--- src/rtl/camera_frame_gen.sv ---
// OV7670-style VSYNC/HREF/byte transmitter producing RGB565 test patterns, one byte per CLK.
// Every output is registered. A frame starts on the edge that samples EN. EN is read only at frame boundaries, and there is no backpressure.
module camera_frame_gen #(
  parameter int H_PIXELS     = 176,
  parameter int V_LINES      = 144,
  parameter int H_BLANK      = 16,
  parameter int VSYNC_CYCLES = 8,
  parameter int V_FRONT      = 8,
  parameter int V_BACK       = 8,
  parameter int BAR_W        = 22
) (
  input  logic        CLK,
  input  logic        RES,
  input  logic        EN,
  input  logic [1:0]  PATTERN,
  input  logic [15:0] COLOR_IN,
  output logic        VSYNC,
  output logic        HREF,
  output logic [7:0]  DATA,
  output logic [7:0]  PIX_X,
  output logic [7:0]  PIX_Y,
  output logic        FRAME_DONE
);

  localparam int LINE_CYC = 2 * H_PIXELS;
  localparam int M1   = (LINE_CYC > H_BLANK) ? LINE_CYC : H_BLANK;
  localparam int M2   = (M1 > VSYNC_CYCLES) ? M1 : VSYNC_CYCLES;
  localparam int M3   = (M2 > V_FRONT) ? M2 : V_FRONT;
  localparam int CMAX = (M3 > V_BACK) ? M3 : V_BACK;
  localparam int CW   = $clog2(CMAX + 1);
  localparam int BW   = $clog2(BAR_W + 1);

  typedef enum logic [2:0] {IDLE, VS, VFRONT, LINE, HBLANK, VBACK} state_t;

  state_t          state, state_nxt;
  logic [CW-1:0]   cnt, cnt_nxt;
  logic [7:0]      x, x_nxt, y, y_nxt;
  logic [2:0]      bar_idx, bar_idx_nxt;
  logic [BW-1:0]   bar_cnt, bar_cnt_nxt;
  logic [1:0]      pat_q, pat_nxt;
  logic [15:0]     col_q, col_nxt;
  logic            done_nxt;
  logic [15:0]     word_nxt;
  logic [7:0]      byte_nxt;

  function automatic logic [15:0] bar_color(input logic [2:0] idx);
    case (idx)
      3'd0:    bar_color = 16'hFFFF;
      3'd1:    bar_color = 16'hFFE0;
      3'd2:    bar_color = 16'h07FF;
      3'd3:    bar_color = 16'h07E0;
      3'd4:    bar_color = 16'hF81F;
      3'd5:    bar_color = 16'hF800;
      3'd6:    bar_color = 16'h001F;
      default: bar_color = 16'h0000;
    endcase
  endfunction

  always_comb begin
    state_nxt   = state;
    cnt_nxt     = cnt + CW'(1);
    x_nxt       = x;
    y_nxt       = y;
    bar_idx_nxt = bar_idx;
    bar_cnt_nxt = bar_cnt;
    pat_nxt     = pat_q;
    col_nxt     = col_q;
    done_nxt    = 1'b0;
    case (state)
      IDLE: begin
        cnt_nxt = '0;
        if (EN) begin
          state_nxt = VS;
          pat_nxt   = PATTERN;
          col_nxt   = COLOR_IN;
        end
      end
      VS: if (cnt == CW'(VSYNC_CYCLES - 1)) begin
        state_nxt = VFRONT;
        cnt_nxt   = '0;
      end
      VFRONT: if (cnt == CW'(V_FRONT - 1)) begin
        state_nxt = LINE;
        cnt_nxt   = '0;
      end
      LINE: begin
        if (cnt == CW'(LINE_CYC - 1)) begin
          cnt_nxt     = '0;
          x_nxt       = '0;
          bar_idx_nxt = '0;
          bar_cnt_nxt = '0;
          if (y == 8'(V_LINES - 1)) begin
            state_nxt = VBACK;
            y_nxt     = '0;
          end else begin
            state_nxt = HBLANK;
            y_nxt     = y + 8'd1;
          end
        end else if (cnt[0]) begin
          // Odd byte just went out: advance the pixel and the divider-free bar tracker.
          x_nxt = x + 8'd1;
          if (bar_cnt == BW'(BAR_W - 1)) begin
            bar_cnt_nxt = '0;
            if (bar_idx != 3'd7) bar_idx_nxt = bar_idx + 3'd1;
          end else begin
            bar_cnt_nxt = bar_cnt + BW'(1);
          end
        end
      end
      HBLANK: if (cnt == CW'(H_BLANK - 1)) begin
        state_nxt = LINE;
        cnt_nxt   = '0;
      end
      VBACK: if (cnt == CW'(V_BACK - 1)) begin
        cnt_nxt  = '0;
        done_nxt = 1'b1;
        if (EN) begin
          state_nxt = VS;
          pat_nxt   = PATTERN;
          col_nxt   = COLOR_IN;
        end else begin
          state_nxt = IDLE;
        end
      end
      default: state_nxt = IDLE;
    endcase
  end

  always_comb begin
    word_nxt = 16'h0000;
    case (pat_nxt)
      2'd0:    word_nxt = col_nxt;
      2'd1:    word_nxt = bar_color(bar_idx_nxt);
      2'd2:    word_nxt = {x_nxt[7:3], x_nxt[7:2], x_nxt[7:3]};
      default: word_nxt = (x_nxt[3] ^ y_nxt[3]) ? 16'hFFFF : 16'h0000;
    endcase
    byte_nxt = 8'h00;
    if (state_nxt == LINE) byte_nxt = cnt_nxt[0] ? word_nxt[7:0] : word_nxt[15:8];
  end

  always_ff @(posedge CLK or posedge RES) begin
    if (RES) begin
      state   <= IDLE;
      cnt     <= '0;
      x       <= '0;
      y       <= '0;
      bar_idx <= '0;
      bar_cnt <= '0;
      pat_q   <= '0;
      col_q   <= '0;
    end else begin
      state   <= state_nxt;
      cnt     <= cnt_nxt;
      x       <= x_nxt;
      y       <= y_nxt;
      bar_idx <= bar_idx_nxt;
      bar_cnt <= bar_cnt_nxt;
      pat_q   <= pat_nxt;
      col_q   <= col_nxt;
    end
  end

  // Outputs register the next-state view, so DATA, HREF and PIX_X/PIX_Y stay cycle-aligned.
  always_ff @(posedge CLK or posedge RES) begin
    if (RES) begin
      VSYNC      <= 1'b0;
      HREF       <= 1'b0;
      DATA       <= 8'h00;
      PIX_X      <= 8'h00;
      PIX_Y      <= 8'h00;
      FRAME_DONE <= 1'b0;
    end else begin
      VSYNC      <= (state_nxt == VS);
      HREF       <= (state_nxt == LINE);
      DATA       <= byte_nxt;
      PIX_X      <= x_nxt;
      PIX_Y      <= y_nxt;
      FRAME_DONE <= done_nxt;
    end
  end

endmodule

--- config.mk ---
export PLATFORM = sky130hd
export DESIGN_NAME = camera_frame_gen
export DESIGN_NICKNAME = d
export VERILOG_FILES = /design/src/rtl/camera_frame_gen.sv
export SDC_FILE = /design/constraint.sdc
export NUM_CORES = 1
export LEC_CHECK = 0
export ABC_AREA = 1
export BUFFER_PORTS_ARGS = -buffer_cell sky130_fd_sc_hd__buf_2
export CORE_UTILIZATION = 53
export DETAILED_ROUTE_END_ITERATION = 16
export PLACE_DENSITY_LB_ADDON = 0.25
export SYNTH_ARGS = -nofsm -noshare
export SYNTH_HDL_FRONTEND = slang
export SYNTH_SLANG_ARGS = --single-unit
--- constraint.sdc ---
create_clock -name CLK -period 1.65 [get_ports CLK]
set_input_delay 0.165 -clock CLK [delete_from_list [all_inputs] [get_ports CLK]]
set_output_delay 0.165 -clock CLK [all_outputs]
set_load 0.01 [all_outputs]
; ---- Word-level counts from Yosys, hierarchy flattened
; Index checks and enable logic that the tools add are counted.
[op_classes]
eq_ne = 21
n_lt_le_gt_ge = 0
multipliers = 0
shift = 0
n_reduce_logical = 7
bitwise_logic = 1
muxes = 40
add_sub_neg = 5
div = 0
[op_table]
columns = cell, n
row1 = $pmux 16 s7, 1
row2 = $mux 16, 3
row3 = $mux 8, 6
row4 = $pmux 16 s3, 1
row5 = $pmux 9 s4, 1
row6 = $mux 3, 11
row7 = $pmux 16 s2, 1
row8 = $mux 9, 3
row9 = $pmux 3 s6, 1
row10 = $add 8x1->8 const B, 2
row11 = $eq 3x2->1 const B, 5
row12 = $eq 3x3->1 const B, 5
row13 = $mux 5, 3
row14 = $add 9x1->9 const B, 1
row15 = $eq 3x1->1 const B, 3
row16 = $eq 9x3->1 const B, 1
row17 = $eq 9x4->1 const B, 1
row18 = $eq 9x9->1 const B, 1
row19 = $eq 8x8->1 const B, 1
row20 = $mux 4, 2
row21 = $logic_not 3->1, 2
row22 = $add 5x1->5 const B, 1
row23 = $eq 5x5->1 const B, 1
row24 = $mux 1, 4
row25 = other kinds (11), 13
[word_totals]
input_bits = 21
elab_cells = 88
out_inout_bits = 27
mem_count = 0
rom_bits = 0
ram_bits = 0
regBits = 65
latch_bits = 0

; ---- Logic depth before layout (Yosys ltp)
; Gate-level depths: netlist of the first run.
[depth]
ltp_word = 11
mapped_depth = 16
depth_no_buf = 16

; ---- Worst setup path after synthesis of the first run
; OpenSTA, ideal clock, no wires.
[synth_timing]
path_kind = reg-to-reg
start = register cnt[0]
end = register DATA[6]
n_path_buf = 1
setup_slack_ps = -135
setup_time_ps = 77
path_stages_with_launch = 16
arrival_ps = 1707
synth_period_minus_slack_ps = 1785
required_ps = 1573
cell_sequence = dfrtp_1 -> ha_1 -> nand2_1 -> inv_2 -> nand2_1 -> nor2_2 -> nand3_2 -> buf_2 -> nand2_1 -> nor2_1 -> nand3_1 -> nand2_1 -> inv_1 -> nand2_1 -> nand2_1 -> a21oi_1
[synth_between]
elab_cells_between_ends = 43
cone_classes = add/sub (1) / eq/ne (12) / mux (27) / bitwise (1) / reduce/logical (2)
[synth_lines]
columns = item, line_no
row1 = from (decl), 36  ; logic [CW-1:0] cnt, cnt_nxt;
row2 = from (signal assigned), 153  ; cnt <= cnt_nxt;
row3 = $eq 9x9->1 / $mux 8 (equally long branches), "87, 99"
row4 = $mux 8 *, 87  ; if (cnt == CW'(LINE_CYC - 1)) begin
row5 = $mux 8 *, 69  ; case (state)
row6 = named net x_nxt[6], 37  ; logic [7:0] x, x_nxt, y, y_nxt;
row7 = $pmux 16 s3 *, 131  ; case (pat_nxt)
row8 = $mux 8 * (2 in a row), 138  ; if (state_nxt == LINE) byte_nxt = cnt_nxt[0] ? word_nxt[7:0] : word_nxt[15:8];
row9 = named net byte_nxt[6], 44  ; logic [7:0] byte_nxt;
row10 = to (signal assigned), 175  ; DATA <= byte_nxt;
row11 = to (decl), 19  ; output logic [7:0] DATA,
; The timed path passes the listed nets; every way through them passes the cells marked *. The select of a mux whose other input is x is not followed.
; A chain may end at the register's enable or synchronous reset.

; ---- Final worst setup path of the first run
[layout_timing]
start = register cnt[0]
end = register DATA[0]
[layout_between]
elab_cells_between_ends = 43
cone_classes = add/sub (1) / eq/ne (12) / mux (27) / bitwise (1) / reduce/logical (2)
[layout_lines]
columns = item, line_no
row1 = "$eq 9x3->1, or another cell as far along", "78, 82, 114"
row2 = $mux 3 (on tied branches), -
row3 = $pmux 3 s6 *, 69
row4 = named net state_nxt[0], 35  ; state_t state, state_nxt;
row5 = $eq 3x2->1 *, 138
row6 = $mux 8 *, 138
row7 = named net byte_nxt[0], 44
; Marked as above.

==> metrics.md, run 1 <==
| Metric | Value |
|---|---|
| ANT cells | 0 |
| Most frequent cell after synthesis | nand2_1 |
| Area leader, netlist | dfrtp_1 |
| Fmax | 0.476 GHz |
| Post-Layout Inst Area | 6000 µm² |
| Syn_nets | 608 |
| Die width | 89.1 µm |
| Dpl cell area | 5110 µm² |
| Port Buffer Count | 47 |
| CORE AREA | 7290 µm² |
| Max Slew Vio Count | 0 |
| RSZ-0062 raised after global routing | true |
| Worst-Margin Slew | 520 ps |
| Die Ht | 89.1 µm |
| Pre-antenna DRT Iters | 5 |
| Sequential share of the synthesized area | 40.4% |
| CTS tree | done |
| Commonest cells post-synth | 183 x nand2_1, 73 x inv_1, 65 x dfrtp_1 |
| Die Footprint | 7950 µm² |
| Crit path launch type | flip-flop |
| Violated checks | negative setup slack |
| Initial antenna violation count | 0 |
| VDD IR max | 528 µV |
| Clock sinks | 65 |
| Post-synth cell types | 34 |
| Multi-input logic area | 2390 µm² |
| Hold Vio Cnt, Final | 0 |
| Starting density of the core | 55.2% |
| Data required, critical path | 1930 ps |
| Worst rel slew slack | 65.3% |
| CP Class | flip-flop to flip-flop |
| Ranking of synthesized cells by area | dfrtp_1 40%, nand2_1 17%, inv_1 6.8% |
| Final ANT Viol Nets | 0 |
| Hold Slack | 229 ps |
| Max FO, Critical Path | 8 |
| Seq cells post-synth | 65 |
| Root Buffer | clkbuf_8 |
| Filler instances | 448 |
| Synth Cell Area | 4030 µm² |
| Clock Skew | 16.3 ps |
| Area Growth Syn to Fin | 49.0% |
| DR vias/cell | 5.41 |
| Maximum buffer depth of the clock tree | 2 |
| Tmin final | 2100 ps |
| Drt drc | 0 |
| Main synth FF type | dfrtp_1 |
| P per Cell Area | 601 nW/µm² |
| Num rows | 31 |
| Yosys top cell area share | 40.4% |
| TritonCTS Buffers | 9 |
| Endpoints failing setup | 40 |
| Top-level I/O count | 48 |
| Hold Path Class | input pin to flip-flop |
| Via count | 4592 |
| Mapped Avg Cell Area | 6.93 µm² |
| Iter 0 DRT Violations | 421 |
| Hpwl dp | 7990 µm |
| Grt ovf | 0 |
| H-tree Lvls | 3 |
| Final setup margin | -452 ps |
| Ys async rst share | 100% |
| Max cap viols | 0 |
| Register area | 1630 µm² |
| Layout cells sized above 1 | 40.3% |
| Vias in the first global route | 4141 |
| Final WL | 13700 µm |
| GP Congestion | 0.936 |
| R2R Setup Slk | -450 ps |
| Ys Warns | 0 |
| Avg WL per Cell | 16.1 µm |
| Final Core Density | 82.2% |
| Global-route wire length before repair | 18800 µm |
| Dpl ws | -383 ps |
| EDFF count, synth | 0 |
| Worst Setup End Kind | flip-flop |
| Clk slew on worst S/H paths | 80 ps |
| CP Data Arrival Time | 2380 ps |
| Clk_lat worst skew | 360 ps |
| Final worst-path cycle share | 127% |
| Leak | 3.21 nW |
| Pin count of the biggest net entering global routing | 26 |
| Status | complete, but fails checks |
| Synth Instances | 581 |
| Final #Nets | 772 |
| GRT Overall Usage | 31.4% |
==> cells by family (layout without fill, tap and decap cells) <==
family,after synthesis,count (layout),synth area share (%)
and+or+nand+nor,332,335,37.0
adders and majority gates,6,6,1.87
xor gates and xnor gates,6,6,1.31
AOI/OAI and AO/OA,69,69,9.39
DFF,65,65,40.4
buffers and inverters,103,269,10.0
==> placed cells by master, fill, tap and decap left out, types with 13 or more instances in the layout <==
| cell type | netlist | routed |
|---|---|---|
| a21oi_1 | 19 | 13 |
| buf_2 | 8 | 47 |
| buf_4 | 0 | 96 |
| buf_6 | 1 | 13 |
| dfrtp_1 | 65 | 64 |
| inv_1 | 73 | 65 |
| inv_2 | 18 | 19 |
| nand2_1 | 183 | 163 |
| nand2_2 | 4 | 17 |
| nand3_1 | 51 | 40 |
| nor2_1 | 48 | 33 |
| nor2_2 | 6 | 14 |
| o21ai_0 | 29 | 21 |
| o21ai_1 | 8 | 14 |
==> cell type report <==
class,count,share of cell area (%)
Multi-Input combinational cell,416,39.9
Sequential cell,65,27.1
Timing Repair Buffer,162,20.2
Inverter,91,6.05
Clock buffer,10,2.30
Clock inverter,6,2.27
Tap cell,99,2.07
==> final timing paths <==
check	to	startpoint	cells past startpoint
max in group asynchronous	DATA[1]	RES	4
min in group asynchronous	PIX_X[7]	RES	3
worst min-delay path	col_q[9]	COLOR_IN[9]	5
worst max register to register	DATA[0]	cnt[0]	14
worst min register to register	PIX_Y[2]	PIX_Y[2]	1
worst max-delay path	DATA[0]	cnt[0]	14
==> report_power, final <==
| group | internal, mW | total [mW] | leakage [nW] | switching [mW] |
|---|---|---|---|---|
| Sequential | 1.59 | 1.59 | 0.780 | 0 |
| Combinational | 0.0401 | 0.113 | 2.29 | 0.0732 |
| Clock | 1.20 | 1.90 | 0.133 | 0.693 |
==> per-stage QoR <==
stage | TNS [ps] | instances | total power [mW]
after global placement | -3890 | 808 | 1.73
after detailed placement | -5450 | 808 | 1.73
final | -8610 | 849 | 3.60
after global routing | -11330 | 849 | 3.67
after floorplan | -466 | 581 | 1.68
after CTS | -3850 | 834 | 3.58
==> timing repair <==
action,CTS,global route
cloned,2,1
resized for setup,47,68
hold buffers,1,0
setup buffers,8,17
setup endpoints to repair,38,41
pin swaps,14,36
hold endpoints to repair,19,0
==> critical path, stage by stage, from the launching register on <==
cell and delay, ps:
dfrtp_1 360, ha_2 210, nand2_4 80, inv_4 70, nand2_4 50, nor2_4 170
nand3_4 180, inv_4 140, buf_12 110, nand2_4 50, nand4_1 130, nand2_1 100
inv_2 90, nand2_4 100, a21oi_1 160
==> per-layer routing <==
layer  wire length [µm]  track usage, %  vias up
li1                   -               -     2156
met1               5390            39.1     2140
met2               6720            53.2      240
met3                978            5.91       56
met4                559            14.3        0
met5                  0               0        -
==> flip-flops by register name, summed over array words and instances (netlist names) <==
| name | count |
|---|---|
| state | 3 |
| HREF | 1 |
| pat_q | 2 |
| VSYNC | 1 |
| cnt | 9 |
| col_q | 16 |
| FRAME_DONE | 1 |
| PIX_X | 8 |
| bar_cnt | 5 |
| DATA | 8 |
| PIX_Y | 8 |
| bar_idx | 3 |
No activity file was read; power rests on OpenSTA's default activity.
==> inputs of run 2 (changes only) <==
--- a/config.mk
+++ b/config.mk
@@ -10,6 +10,7 @@
 export CORE_UTILIZATION = 53
 export DETAILED_ROUTE_END_ITERATION = 16
 export PLACE_DENSITY_LB_ADDON = 0.25
+export RECOVER_POWER = 50
 export SYNTH_ARGS = -nofsm -noshare
 export SYNTH_HDL_FRONTEND = slang
 export SYNTH_SLANG_ARGS = --single-unit
==> metrics.md, run 2 (synthesis gave the netlist of run 1 again) <==
| Metric | Value |
|---|---|
| Dpl ws | -383 ps |
| Filler instances | 454 |
| Final WL | 13700 µm |
| Drt drc | 0 |
| Initial antenna violation count | 0 |
| Final setup margin | -454 ps |
| Layout cells sized above 1 | 39.9% |
| Switching power | 0.760 mW |
| GRT Overall Usage | 31.4% |
| CP Data Arrival Time | 2380 ps |
| Clock sinks | 65 |
| Pre-antenna DRT Iters | 5 |
| Hold path depth | 5 |
| Max Slew Vio Count | 0 |
| Largest register FFs | 16 |
| Endpoints failing setup | 40 |
| Dpl cell area | 5110 µm² |
| Maximum buffer depth of the clock tree | 2 |
| Data required, critical path | 1930 ps |
| Hold Slack | 228 ps |
| Sequential Power Share | 44.3% |
| Most common cell after layout, fill and taps aside | nand2_1 |
| Iter 0 DRT Violations | 348 |
| RSZ-0062 raised after global routing | true |
| Worst Setup End Kind | flip-flop |
| Max FO, Critical Path | 8 |
| Status | complete, but fails checks |
| Logic pwr share | 3.0% |
| Worst path slowest cell | dfrtp_1 |
| TritonCTS Buffers | 9 |
| Global-route wire length before repair | 18800 µm |
| Violated checks | negative setup slack |
| Commonest cells after routing, fill and taps aside | 163 x nand2_1, 95 x buf_4, 65 x inv_1 |
| Num rows | 31 |
| Post-Layout Inst Area | 5970 µm² |
| Top-level I/O count | 48 |
| Final worst-path cycle share | 128% |
| Final ANT Viol Nets | 0 |
| Via count | 4624 |
| Die width | 89.1 µm |
| Port Buffer Count | 47 |
| Clk slew on worst S/H paths | 80 ps |
| Critical path, cell by cell | ha_2 > nand2_4 > inv_4 > nand2_4 > nor2_4 > nand3_4 > inv_4 > buf_12 > nand2_4 > nand4_1 > nand2_1 > inv_2 > nand2_4 > a21oi_1 |
| Root Buffer | clkbuf_8 |
| Worst rel slew slack | 35.0% |
| Pin count of the biggest net entering global routing | 26 |
| Power share of the clock group | 52.7% |
| GP Congestion | 0.936 |
| Clk_lat worst skew | 360 ps |
| Area Growth Syn to Fin | 48.4% |
| Int Power | 2.83 mW |
| Leak | 3.19 nW |
| Clock Skew | 16.0 ps |
| Starting density of the core | 55.2% |
| Worst reg2reg path depth | 14 |
| CTS tree | done |
| CP dominant cell by count | nand2_4 |
| Final #Nets | 772 |
| CP Class | flip-flop to flip-flop |
| Grt ovf | 0 |
| Sw frac | 21.2% |
| Worst-Margin Slew | 970 ps |
| ANT cells | 0 |
| Hpwl dp | 7990 µm |
| Max cap viols | 0 |
| DR vias/cell | 5.45 |
| Final Core Density | 81.9% |
| P per Cell Area | 601 nW/µm² |
| CORE AREA | 7290 µm² |
| Hold Path Class | input pin to flip-flop |
| VDD IR max | 526 µV |
| Vias in the first global route | 4141 |
| Die Footprint | 7950 µm² |
| Hold Vio Cnt, Final | 0 |
| Tmin final | 2100 ps |
| Crit path launch type | flip-flop |
| Avg WL per Cell | 16.1 µm |
| H-tree Lvls | 3 |
| Largest reg by FF count | col_q |
| Fmax | 0.475 GHz |
| CP max stage delay | 360 ps |
| Die Ht | 89.1 µm |
| Largest registers | col_q (16), cnt (9) |
==> run 2: worst max-delay path: cells and delay by family (launching register included) <==
kind,cells,cell delay (ps)
and+or+nand+nor,8,860
buffers and inverters,4,410
DFF,1,360
adders and majority gates,1,210
AOI/OAI and AO/OA,1,160
==> run 2: path summary, 6_finish.rpt <==
| kind | slack (ps) | endpoint | start |
|---|---|---|---|
| worst max-delay path | -450 | DATA[0] | cnt[0] |
| worst min-delay path | 230 | col_q[9] | COLOR_IN[9] |
| worst max register to register | -450 | DATA[0] | cnt[0] |
| worst min register to register | 540 | PIX_Y[2] | PIX_Y[2] |
| max in group asynchronous | 160 | state[1] | RES |
| min in group asynchronous | 510 | PIX_X[7] | RES |
==> run 2: final cells by class <==
cell class                      count  area (µm²)  share of cell area, %
Tap cell                           99         124                   2.07
Multi-Input combinational cell    416        2390                   40.1
Timing Repair Buffer              162        1190                   20.0
Clock buffer                       10         138                   2.30
Sequential cell                    65        1630                   27.2
Clock inverter                      6         136                   2.28
Inverter                           91         360                   6.03
==> run 2: what timing repair did <==
action / in CTS / in global routing
gates resized for setup: 47 / 68
buffers inserted: 8 / 17
endpoints found under the hold margin: 19 / 0
pin swaps: 14 / 36
hold buffers: 1 / 0
gates cloned: 2 / 1
setup endpoints to repair: 38 / 41
==> run 2: per-layer routing <==
| layer | up-vias | track usage [%] | share of wire, % |
|---|---|---|---|
| li1 | 2157 | - | - |
| met1 | 2174 | 39.1 | 39 |
| met2 | 239 | 53.2 | 49 |
| met3 | 54 | 5.91 | 7.4 |
| met4 | 0 | 14.3 | 4.1 |
| met5 | - | 0 | 0 |
==> run 2: metrics by stage <==
step	std cells	setup TNS [ps]	power, mW
5_1_grt	849	-11510	3.67
2_1_floorplan	581	-466	1.68
6_report	849	-8700	3.59
3_3_place_gp	808	-3890	1.73
3_5_place_dp	808	-5450	1.73
4_1_cts	834	-3850	3.58
==> run 2: power groups by stage <==
| stage | Clock, mW | Sequential [mW] | Combinational, mW |
|---|---|---|---|
| final | 1.89 | 1.59 | 0.108 |
| after detailed placement | 0 | 1.62 | 0.108 |
| after global placement | 0 | 1.62 | 0.105 |
| after CTS | 1.88 | 1.59 | 0.111 |
| after floorplan | 0 | 1.62 | 0.0533 |
| after global routing | 1.96 | 1.59 | 0.121 |
